--- src/rtl/alu_pkg.sv ---
// -----------------------------------------------------------------------------
// alu_pkg
// Shared definitions for the flag-setting ALU: default operand width, opcode
// encoding and the controller state encoding.
// -----------------------------------------------------------------------------
package alu_pkg;

    // Default operand/result width in bits.
    localparam int ALU_WIDTH = 32;

    // Opcode encoding as seen on the op input.
    typedef enum logic [2:0] {
        OP_ADD = 3'b000,
        OP_SUB = 3'b001,
        OP_AND = 3'b010,
        OP_OR  = 3'b011,
        OP_XOR = 3'b100,
        OP_MUL = 3'b101,
        OP_CMP = 3'b110,
        OP_MOV = 3'b111
    } op_e;

    // Controller states.
    typedef enum logic [1:0] {
        S_IDLE = 2'b00,
        S_MULT = 2'b01,
        S_DONE = 2'b10
    } state_e;

endpackage : alu_pkg

--- src/rtl/flag_alu_if.sv ---
// -----------------------------------------------------------------------------
// flag_alu_if
// Request/response bundle of the flag-setting ALU.
//   master : drives start, op, setflags, a, b; observes the results
//   slave  : the ALU; drives result, done, busy, z, v, n, flagwe
// -----------------------------------------------------------------------------
interface flag_alu_if
    import alu_pkg::*;
#(
    parameter int WIDTH = ALU_WIDTH
) ();

    logic             start;
    logic [2:0]       op;
    logic             setflags;
    logic [WIDTH-1:0] a;
    logic [WIDTH-1:0] b;
    logic [WIDTH-1:0] result;
    logic             done;
    logic             busy;
    logic             z;
    logic             v;
    logic             n;
    logic             flagwe;

    modport master (
        output start, op, setflags, a, b,
        input  result, done, busy, z, v, n, flagwe
    );

    modport slave (
        input  start, op, setflags, a, b,
        output result, done, busy, z, v, n, flagwe
    );

endinterface : flag_alu_if

--- src/rtl/shift_add_mul.sv ---
// -----------------------------------------------------------------------------
// shift_add_mul
// Iterative unsigned multiplier, one multiplier bit per cycle, returning the
// low WIDTH bits of a*b.
//   clk, rst : clock, asynchronous active-high reset
//   start    : load a/b and begin (operands are captured on this edge)
//   a, b     : multiplicand, multiplier
//   product  : low WIDTH bits of the product, valid while ready is high
//   ready    : high during the last iteration cycle; product already includes
//              the final partial product, so the caller can latch it on the
//              same edge that retires the last bit
// -----------------------------------------------------------------------------
module shift_add_mul
    import alu_pkg::*;
#(
    parameter int WIDTH = ALU_WIDTH
) (
    input  logic             clk,
    input  logic             rst,
    input  logic             start,
    input  logic [WIDTH-1:0] a,
    input  logic [WIDTH-1:0] b,
    output logic [WIDTH-1:0] product,
    output logic             ready
);

    localparam int             CNT_W = $clog2(WIDTH);
    localparam logic [CNT_W-1:0] LAST  = CNT_W'(WIDTH - 1);

    logic [WIDTH-1:0] mcand_q,  mcand_d;
    logic [WIDTH-1:0] mplier_q, mplier_d;
    logic [WIDTH-1:0] acc_q,    acc_d;
    logic [CNT_W-1:0] cnt_q,    cnt_d;
    logic             run_q,    run_d;
    logic [WIDTH-1:0] acc_next;

    // Accumulator after adding this cycle's partial product.
    assign acc_next = acc_q + (mplier_q[0] ? mcand_q : '0);
    assign product  = acc_next;
    assign ready    = run_q && (cnt_q == LAST);

    always_comb begin
        // NOTE: every signal gets a default first so no path leaves it unassigned (no latch).
        mcand_d  = mcand_q;
        mplier_d = mplier_q;
        acc_d    = acc_q;
        cnt_d    = cnt_q;
        run_d    = run_q;
        if (start) begin
            mcand_d  = a;
            mplier_d = b;
            acc_d    = '0;
            cnt_d    = '0;
            run_d    = 1'b1;
        end else if (run_q) begin
            acc_d    = acc_next;
            mcand_d  = mcand_q << 1;
            mplier_d = mplier_q >> 1;
            cnt_d    = cnt_q + CNT_W'(1);
            if (cnt_q == LAST) begin
                run_d = 1'b0;
                cnt_d = '0;
            end
        end
    end

    // NOTE: state registers use non-blocking assignments so all flops update together.
    always_ff @(posedge clk or posedge rst) begin
        if (rst) begin
            mcand_q  <= '0;
            mplier_q <= '0;
            acc_q    <= '0;
            cnt_q    <= '0;
            run_q    <= 1'b0;
        end else begin
            mcand_q  <= mcand_d;
            mplier_q <= mplier_d;
            acc_q    <= acc_d;
            cnt_q    <= cnt_d;
            run_q    <= run_d;
        end
    end

endmodule : shift_add_mul

--- src/rtl/flag_alu.sv ---
// -----------------------------------------------------------------------------
// flag_alu
// Multi-cycle ALU with optional condition-flag update (ADD, SUB, AND, OR, XOR,
// MUL, CMP, MOV). Single-cycle ops complete one cycle after acceptance; MUL
// runs through the iterative multiplier and completes WIDTH+1 cycles after.
//   clk, rst : clock, asynchronous active-high reset
//   bus      : flag_alu_if slave -- start/op/setflags/a/b in,
//              result/done/busy/z/v/n/flagwe out
// -----------------------------------------------------------------------------
module flag_alu
    import alu_pkg::*;
#(
    parameter int WIDTH = ALU_WIDTH
) (
    input logic       clk,
    input logic       rst,
    flag_alu_if.slave bus
);

    localparam logic [WIDTH-1:0] ONE = WIDTH'(1);

    state_e           state_q, state_d;
    logic [WIDTH-1:0] result_q, result_d;
    logic             z_q, z_d;
    logic             v_q, v_d;
    logic             n_q, n_d;
    logic             flagwe_q, flagwe_d;
    logic             setflags_q, setflags_d;

    op_e              op_in;
    logic [WIDTH-1:0] sum, diff, alu_val;
    logic             alu_v, alu_upd;

    logic             mul_start;
    logic             mul_ready;
    logic [WIDTH-1:0] mul_product;

    assign op_in = op_e'(bus.op);

    // Both adders work on the live operands: single-cycle ops retire on the
    // acceptance edge, so their inputs are consumed exactly when latched.
    assign sum  = bus.a + bus.b;
    assign diff = bus.a + ~bus.b + ONE;

    // Single-cycle datapath: value, overflow, and whether flags get updated.
    always_comb begin
        alu_val = '0;
        alu_v   = 1'b0;
        alu_upd = bus.setflags || (op_in == OP_CMP);
        case (op_in)
            OP_ADD: begin
                alu_val = sum;
                alu_v   = (bus.a[WIDTH-1] == bus.b[WIDTH-1]) &&
                          (sum[WIDTH-1] != bus.a[WIDTH-1]);
            end
            OP_SUB, OP_CMP: begin
                alu_val = diff;
                alu_v   = (bus.a[WIDTH-1] != bus.b[WIDTH-1]) &&
                          (diff[WIDTH-1] != bus.a[WIDTH-1]);
            end
            OP_AND:  alu_val = bus.a & bus.b;
            OP_OR:   alu_val = bus.a | bus.b;
            OP_XOR:  alu_val = bus.a ^ bus.b;
            OP_MOV:  alu_val = bus.b;
            OP_MUL:  alu_val = '0;
            default: alu_val = '0;
        endcase
    end

    // Next-state and register-update logic.
    always_comb begin
        state_d    = state_q;
        result_d   = result_q;
        z_d        = z_q;
        v_d        = v_q;
        n_d        = n_q;
        flagwe_d   = 1'b0;
        setflags_d = setflags_q;
        mul_start  = 1'b0;
        case (state_q)
            S_IDLE: begin
                if (bus.start) begin
                    setflags_d = bus.setflags;
                    if (op_in == OP_MUL) begin
                        mul_start = 1'b1;
                        state_d   = S_MULT;
                    end else begin
                        state_d = S_DONE;
                        // CMP only sets flags; the difference is discarded.
                        if (op_in != OP_CMP) begin
                            result_d = alu_val;
                        end
                        if (alu_upd) begin
                            z_d      = (alu_val == '0);
                            n_d      = alu_val[WIDTH-1];
                            v_d      = alu_v;
                            flagwe_d = 1'b1;
                        end
                    end
                end
            end
            S_MULT: begin
                if (mul_ready) begin
                    state_d  = S_DONE;
                    result_d = mul_product;
                    if (setflags_q) begin
                        z_d      = (mul_product == '0);
                        n_d      = mul_product[WIDTH-1];
                        v_d      = 1'b0;
                        flagwe_d = 1'b1;
                    end
                end
            end
            S_DONE:  state_d = S_IDLE;
            default: state_d = S_IDLE;
        endcase
    end

    always_ff @(posedge clk or posedge rst) begin
        if (rst) begin
            state_q    <= S_IDLE;
            result_q   <= '0;
            z_q        <= 1'b0;
            v_q        <= 1'b0;
            n_q        <= 1'b0;
            flagwe_q   <= 1'b0;
            setflags_q <= 1'b0;
        end else begin
            state_q    <= state_d;
            result_q   <= result_d;
            z_q        <= z_d;
            v_q        <= v_d;
            n_q        <= n_d;
            flagwe_q   <= flagwe_d;
            setflags_q <= setflags_d;
        end
    end

    shift_add_mul #(
        .WIDTH(WIDTH)
    ) u_mul (
        .clk    (clk),
        .rst    (rst),
        .start  (mul_start),
        .a      (bus.a),
        .b      (bus.b),
        .product(mul_product),
        .ready  (mul_ready)
    );

    assign bus.result = result_q;
    assign bus.z      = z_q;
    assign bus.v      = v_q;
    assign bus.n      = n_q;
    assign bus.flagwe = flagwe_q;
    assign bus.done   = (state_q == S_DONE);
    assign bus.busy   = (state_q != S_IDLE);

endmodule : flag_alu
--- src/flat_wrapper.sv ---
// flat-port wrapper written by rule: the top's interface ports become plain ports
module flag_alu_flat import alu_pkg::*;
#(
    parameter int WIDTH = ALU_WIDTH
)
  (clk, rst, bus_start, bus_op, bus_setflags, bus_a, bus_b, bus_result, bus_done, bus_busy, bus_z, bus_v, bus_n, bus_flagwe);
  flag_alu_if #(.WIDTH(WIDTH)) bus_i ();
  input logic clk;
  input logic rst;
  input wire logic [$bits(bus_i.start)-1:0] bus_start;
  input wire logic [$bits(bus_i.op)-1:0] bus_op;
  input wire logic [$bits(bus_i.setflags)-1:0] bus_setflags;
  input wire logic [$bits(bus_i.a)-1:0] bus_a;
  input wire logic [$bits(bus_i.b)-1:0] bus_b;
  output wire logic [$bits(bus_i.result)-1:0] bus_result;
  output wire logic [$bits(bus_i.done)-1:0] bus_done;
  output wire logic [$bits(bus_i.busy)-1:0] bus_busy;
  output wire logic [$bits(bus_i.z)-1:0] bus_z;
  output wire logic [$bits(bus_i.v)-1:0] bus_v;
  output wire logic [$bits(bus_i.n)-1:0] bus_n;
  output wire logic [$bits(bus_i.flagwe)-1:0] bus_flagwe;
  assign bus_i.start = bus_start;
  assign bus_i.op = bus_op;
  assign bus_i.setflags = bus_setflags;
  assign bus_i.a = bus_a;
  assign bus_i.b = bus_b;
  assign bus_result = bus_i.result;
  assign bus_done = bus_i.done;
  assign bus_busy = bus_i.busy;
  assign bus_z = bus_i.z;
  assign bus_v = bus_i.v;
  assign bus_n = bus_i.n;
  assign bus_flagwe = bus_i.flagwe;
  flag_alu #(.WIDTH(WIDTH)) u_core (.clk(clk), .rst(rst), .bus(bus_i));
endmodule
--- config.mk ---
export PLATFORM = sky130hd
export DESIGN_NAME = flag_alu_flat
export DESIGN_NICKNAME = d
export VERILOG_FILES = /design/src/rtl/alu_pkg.sv /design/src/rtl/flag_alu_if.sv /design/src/rtl/shift_add_mul.sv /design/src/rtl/flag_alu.sv /design/src/flat_wrapper.sv
export SDC_FILE = /design/constraint.sdc
export NUM_CORES = 1
export LEC_CHECK = 0
export ABC_AREA = 1
export CAP_MARGIN = 25
export CORE_MARGIN = 10
export CORE_UTILIZATION = 35
export CTS_CLUSTER_SIZE = 16
export DETAILED_ROUTE_END_ITERATION = 16
export PLACE_DENSITY_LB_ADDON = 0.2
export SLEW_MARGIN = 20
export SYNTH_ARGS = -nofsm -noshare
export SYNTH_HDL_FRONTEND = slang
export SYNTH_SLANG_ARGS = --single-unit
--- constraint.sdc ---
create_clock -name clk -period 4.6 [get_ports clk]
set_input_delay 0.69 -clock clk [delete_from_list [all_inputs] [get_ports clk]]
set_output_delay 0.69 -clock clk [all_outputs]
set_load 0.005 [all_outputs]
### Word-level counts from Yosys, hierarchy flattened

Index checks and enable logic that the tools add are counted.

| cells by class | value |
|---|---|
| $add $sub $neg | 5 |
| equal/unequal tests | 21 |
| multiplexer cells | 51 |
| bitwise operators | 4 |
| reduce and logical (&&, ||, !) cells | 16 |

Operators by type and width:

| cell | count |
|---|---|
| $mux 32 | 11 |
| $pmux 32 s7 | 1 |
| $add 32x32->32 | 3 |
| $logic_not 32->1 | 2 |
| $pmux 32 s2 | 1 |
| $add 32x1->32 const B | 1 |
| $and 32x32->32 | 1 |
| $not 32->32 | 1 |
| $or 32x32->32 | 1 |
| $xor 32x32->32 | 1 |
| $mux 1 | 26 |
| $mux 5 | 3 |
| $eq 3x3->1 const B | 4 |
| $pmux 1 s2 | 5 |
| $ne 2x1->1 const B | 4 |
| $eq 3x2->1 const B | 2 |
| $mux 2 | 3 |
| $reduce_and 6->1 | 1 |
| $reduce_bool 2->1 | 3 |
| $add 5x1->5 const B | 1 |
| $eq 5x5->1 const B | 1 |
| $reduce_and 5->1 | 1 |
| $ne 2x2->1 const B | 2 |
| $pmux 2 s2 | 1 |
| other kinds (12) | 17 |

| word-level totals | value |
|---|---|
| register bits after elaboration | 141 |
| bits of input ports | 71 |
| output and inout bits | 38 |
| logic and storage cells | 109 |

### Depth between registers and ports, before layout

| depth | value |
|---|---|
| depth after elaboration | 10 |
| gate-level depth with buffers | 24 |
| mapped depth without buffers | 22 |

### Hierarchy

A second synthesis with hierarchy kept.

| unflattened totals | value |
|---|---|
| cells, all modules | 2,608 |
| area, all modules | 15,547.4 um2 |

Modules (own cells, without submodules):

| module | times used | cells each | area each (um2) | sequential area each (um2) |
|---|---|---|---|---|
| flag_alu | 1 | 1,618 | 8,787.2 | 975.9 |
| shift_add_mul | 1 | 990 | 6,760.2 | 2,552.4 |

### Worst setup path before layout

OpenSTA, ideal clock, no wires.

| timing | value |
|---|---|
| kind | input -> register |
| from | input bus_b[9] |
| to | register u_core.n_q (netlist: u_core.bus.n) |
| library setup time | 125 ps |
| arrival time | 2,519 ps |
| data required time | 4,475 ps |
| setup slack | 1,956 ps |
| stages | 16 |
| path buffers | 1 |
| path through | inv_1 -> ha_1 -> buf_2 -> nand2_1 -> inv_1 -> a21oi_1 -> o21bai_1 -> nand2_1 -> nand3_1 -> a21oi_1 -> inv_1 -> nand2_1 -> nand3_1 -> nand2_1 -> o21ai_1 -> mux2_2 |

| on the way | value |
|---|---|
| cells in the longest elaborated chain, start to end | 8 |
| elaborated cells on any way between the ends | 9 |
| classes of those cells | 3 x add/sub; 5 x mux; 1 x bitwise |

Ends and longest elaborated chain:

| element | RTL line | RTL |
|---|---|---|
| start, declared | flat_wrapper.sv:14 | `input wire logic [$bits(bus_i.b)-1:0] bus_b;` |
| $not 32->32 | flag_alu.sv:43 | `assign diff = bus.a + ~bus.b + ONE;` |
| $add 32x32->32 | flag_alu.sv:43 |  |
| $add 32x1->32 | flag_alu.sv:43 |  |
| $pmux 32 s7 (*) | flag_alu.sv:50 | `case (op_in)` |
| $mux 1 (*) | flag_alu.sv:93 | `if (alu_upd) begin` |
| $mux 1 (*) | flag_alu.sv:84 | `if (op_in == OP_MUL) begin` |
| $mux 1 (*) | flag_alu.sv:82 | `if (bus.start) begin` |
| $pmux 1 s2 (*) | flag_alu.sv:80 | `case (state_q)` |
| end signal, assigned | flag_alu.sv:133 | `n_q <= n_d;` |
| end, declared | flag_alu.sv:26 | `logic n_q, n_d;` |

Mark *: on every way between the ends. The rest lies on a longest branch, timed or not. The select of a mux whose other input is x is not followed.
A chain may end at the register's enable or synchronous reset.

### Final worst setup path

| timing | value |
|---|---|
| from | input bus_a[7] |
| to | register u_core.z_q (netlist: u_core.bus.z) |

| on the way | value |
|---|---|
| cells in the longest elaborated chain, start to end | 8 |
| elaborated cells on any way between the ends | 12 |
| classes of those cells | 3 x add/sub; 5 x mux; 3 x bitwise; 1 x reduce/logical |

Ends and longest elaborated chain:

| element | RTL line | RTL |
|---|---|---|
| start, declared | flat_wrapper.sv:13 | `input wire logic [$bits(bus_i.a)-1:0] bus_a;` |
| $add 32x32->32 | flag_alu.sv:43 |  |
| $add 32x1->32 | flag_alu.sv:43 |  |
| $pmux 32 s7 (*) | flag_alu.sv:50 |  |
| $logic_not 32->1 (*) | flag_alu.sv:94 | `z_d = (alu_val == '0);` |
| $mux 1 (*) | flag_alu.sv:93 |  |
| $mux 1 (*) | flag_alu.sv:84 |  |
| $mux 1 (*) | flag_alu.sv:82 |  |
| $pmux 1 s2 (*) | flag_alu.sv:80 |  |
| end signal, assigned | flag_alu.sv:131 | `z_q <= z_d;` |
| end, declared | flag_alu.sv:24 | `logic z_q, z_d;` |

Marks and branches as above.

==> results.toml <==
[power_and_ir_drop]
swShare_pct = 46.7
p_comb_share_pct = 50.3
internal-power_mw = 3.78
power_mw = 7.10
p_per_area_nw_per_um2 = 423
power_frac_seq_pct = 29.7
ir_worst_vdd_mv = 0.290
p_switching_mw = 3.32
clkPwrFrac_pct = 20.0
power_leakage_nw = 8.87

[final_layout]
areaGrowthSynthToFinish_pct = 15.0
final_net_count = 2630
n_antenna_cell = 0
finalNonFillerCells = 2973
drive_gt1_share_pct = 3.85
fillerInstances = 4496

[placed_design]
dp_cells = 2941
portBuffers = 108
dp_hpwl_um = 50400
routabilityCongestion = 1.00

[sta]
finalCritPeriodShare_pct = 83.2
tightestPinTransition_ns = 0.925
slew_violations = 0
skew_ns = 0.0102
tns_ns = 0
hold_violations = 0
whs_ns = 0.480
finalCriticalPeriod_ns = 3.83
slew_headroom_pct = 38.3
setup_viol = 0
rsz0062_at_grt = "no"
max_freq_ghz = 0.261

[floorplan]
die_x_um = 224
die_area_um2 = 50200
rows = 74
ios = 109
core-area_um2 = 41000
fp.dieH_um = 224
initial_core_util_pct = 35.6

[worst_hold_path]
hold_class = "reg2reg"

[global_routing]
track_usage_pct = 25.5
grt_pass1_vias = 15500
grt_max_degree = 65
grt_pass1_wl_um = 96700
antenna_found_initial = 1
grt_overflow_total = 0

[worst_setup_path]
cp_max_fo = 9
crit_arrival_ns = 4.26
cp-end-kind = "register"
required_ns = 5.03
worstSetupPathType = "in2reg"
reg2reg_slack_ns = 1.04
worst_setup_path_start_kind = "input pin"

[logic_synthesis]
async_reset_ff_share_pct = 100
syn_area_um2 = 14600
netlist_instances = 2358
synthAdderAreaFrac_pct = 11.4
ys_ff_latch = 141
synth_area_per_cell_um2 = 6.19
synth_warnings = 0
synth_edf_count = 0
synth-xor-area-share_pct = 1.20
synth.distinct_cells = 50
synth_top_family_by_area = "simple AND/OR/NAND/NOR gates"
synth_top_area_share_pct = 24.2
synth-compound-area-share_pct = 16.5
ys.flop_type = "dfrtp_1"
syn_nets = 2560
ys_seq_area_share_pct = 24.2
synthMuxAreaShare_pct = 0.0772
synthTopCellsByArea = "dfrtp_1, nand2_1, ha_1"
yosys.area.top_type = "dfrtp_1"
synthSimpleGateAreaFrac_pct = 33.7

[drt]
antenna_left = 0
num_vias = 16000
routed_wl_um = 64000
wl_per_cell_um = 21.5
drt_first_pass_iters = 8
drt-initial-drc-count = 1327
drc = 0
via_per_inst = 5.37

[run]
maxCapViolCount = 0

[clocking]
hold_buffers = 0
cts_buffers = 17
cts_setup_buffers = 0
clockBufferDepth = 2
cts_tree = "yes"
h-tree-depth = 4
insertion_delay_ns = 0.50
cts_resized = 0
cts_root_buf = "clkbuf_16"
clock_sinks = 141
clkTransAtPathRegs_ns = 0.07

[status]
status = "finished, final reports clean"
## placed cells by master (no fill, tap or decap), types with 14 or more instances in the layout
cell             instances
a221oi_1                15
a21oi_1                116
o221ai_1                40
nor2_1                 214
o21ai_0                118
clkbuf_16               17
a22oi_1                 14
clkdlybuf4s50_1        108
o22ai_1                 38
nor3_1                  30
nand2_1                710
inv_1                  382
nand3_1                179
buf_4                   24
dfrtp_1                141
nand4_1                 26
ha_1                   128
xor2_1                  16
## state kept, by name, indices dropped and copies added, names as in the netlist
register,cells
u_core.u_mul.run_q,1
u_core.bus.result,32
u_core.state_q,2
u_core.u_mul.cnt_q,5
u_core.u_mul.mcand_q,32
u_core.bus.n,1
u_core.bus.v,1
u_core.bus.flagwe,1
u_core.setflags_q,1
u_core.u_mul.acc_q,32
u_core.u_mul.mplier_q,32
u_core.bus.z,1
## metal layers
layer | vias up | part of all wire [%] | global-route usage [%] | wire, um
li1 | 7745 | - | - | -
met1 | 7550 | 45 | 33.1 | 29100
met2 | 562 | 45 | 41.2 | 28900
met3 | 106 | 6.0 | 4.77 | 3870
met4 | 2 | 3.4 | 9.78 | 2180
met5 | - | 0.020 | 0 | 13
## worst paths after layout
path | startpoint | endpoint | cells past startpoint
setup / recovery | bus_a[7] | u_core.bus.z | 21
hold / removal | u_core.bus.result[8] | u_core.bus.result[8] | 2
setup reg to reg | u_core.u_mul.mplier_q[0] | u_core.bus.z | 16
hold reg to reg | u_core.bus.result[8] | u_core.bus.result[8] | 2
max in group asynchronous | rst | u_core.u_mul.mplier_q[26] | 3
min in group asynchronous | rst | u_core.bus.result[7] | 2
## cells by family after synthesis
kind of cell | after synthesis
adder cells (fa/ha/maj) | 131
buffers and inverters | 480
AND/OR/NAND/NOR | 1190
AO/OA/AOI/OAI | 395
flip-flops | 141
multiplexers | 1
XOR/XNOR | 20
## power groups by stage
stage / combinational (mW) / sequential [mW] / clock [mW]
global placement: 3.53 / 2.12 / 0
floorplan: 2.22 / 2.00 / 0
finish: 3.57 / 2.11 / 1.42
CTS: 3.57 / 2.11 / 1.46
detailed placement: 3.55 / 2.13 / 0
global route: 3.99 / 2.18 / 1.50
## cell type report
cell class                      count  area [um2]  share of cell area (%)
Clock buffer                       18         429                    2.56
Clock inverter                     14         134                   0.798
Inverter                          396        1490                    8.91
Multi-Input combinational cell   1737        9200                    54.9
Sequential cell                   141        3530                    21.0
Tap cell                          532         666                    3.97
Timing Repair Buffer              135        1320                    7.88
## critical path: stages
cell and delay (ns):
clkdlybuf4s50_1 0.51, inv_1 0.12, ha_1 0.51, nand2_1 0.18, nor2_1 0.31, nand3_1 0.14
nand2_1 0.32, nand2_1 0.12, nand2_1 0.15, nand3_1 0.11, nand2_1 0.12, nand2_1 0.05
nand2_1 0.07, nor2_1 0.04, nor2_1 0.28, nand3_1 0.12, nor2_1 0.13, nand3_1 0.09
nand2_1 0.07, nand2_1 0.05, nand2_1 0.06
## synthesized netlist by cell type (all sizes together), types with 3 or more instances
| cell | n |
|---|---|
| inv | 394 |
| o21a | 5 |
| xor2 | 16 |
| a21o | 6 |
| dfrtp | 141 |
| o221ai | 40 |
| buf | 39 |
| ha | 128 |
| a221oi | 15 |
| nand4 | 26 |
| a211oi | 4 |
| clkbuf | 45 |
| a22oi | 14 |
| nor2 | 220 |
| or2 | 7 |
| nand3 | 185 |
| o21ai | 121 |
| o21bai | 11 |
| o22ai | 38 |
| nor3 | 31 |
| a22o | 11 |
| o211ai | 11 |
| nand2 | 713 |
| a21oi | 116 |
| fa | 3 |
| xnor2 | 4 |
## metrics by stage
stage	cell area [um2]	worst slack, ns	util, %
2_1_floorplan	14600	0.129	-
3_3_place_gp	16200	0.433	39.5
3_5_place_dp	16200	0.402	39.5
4_1_cts	16800	0.922	40.9
5_1_grt	16800	0.620	40.9
6_report	16800	0.773	40.9
(Power assumes the default switching activity.)
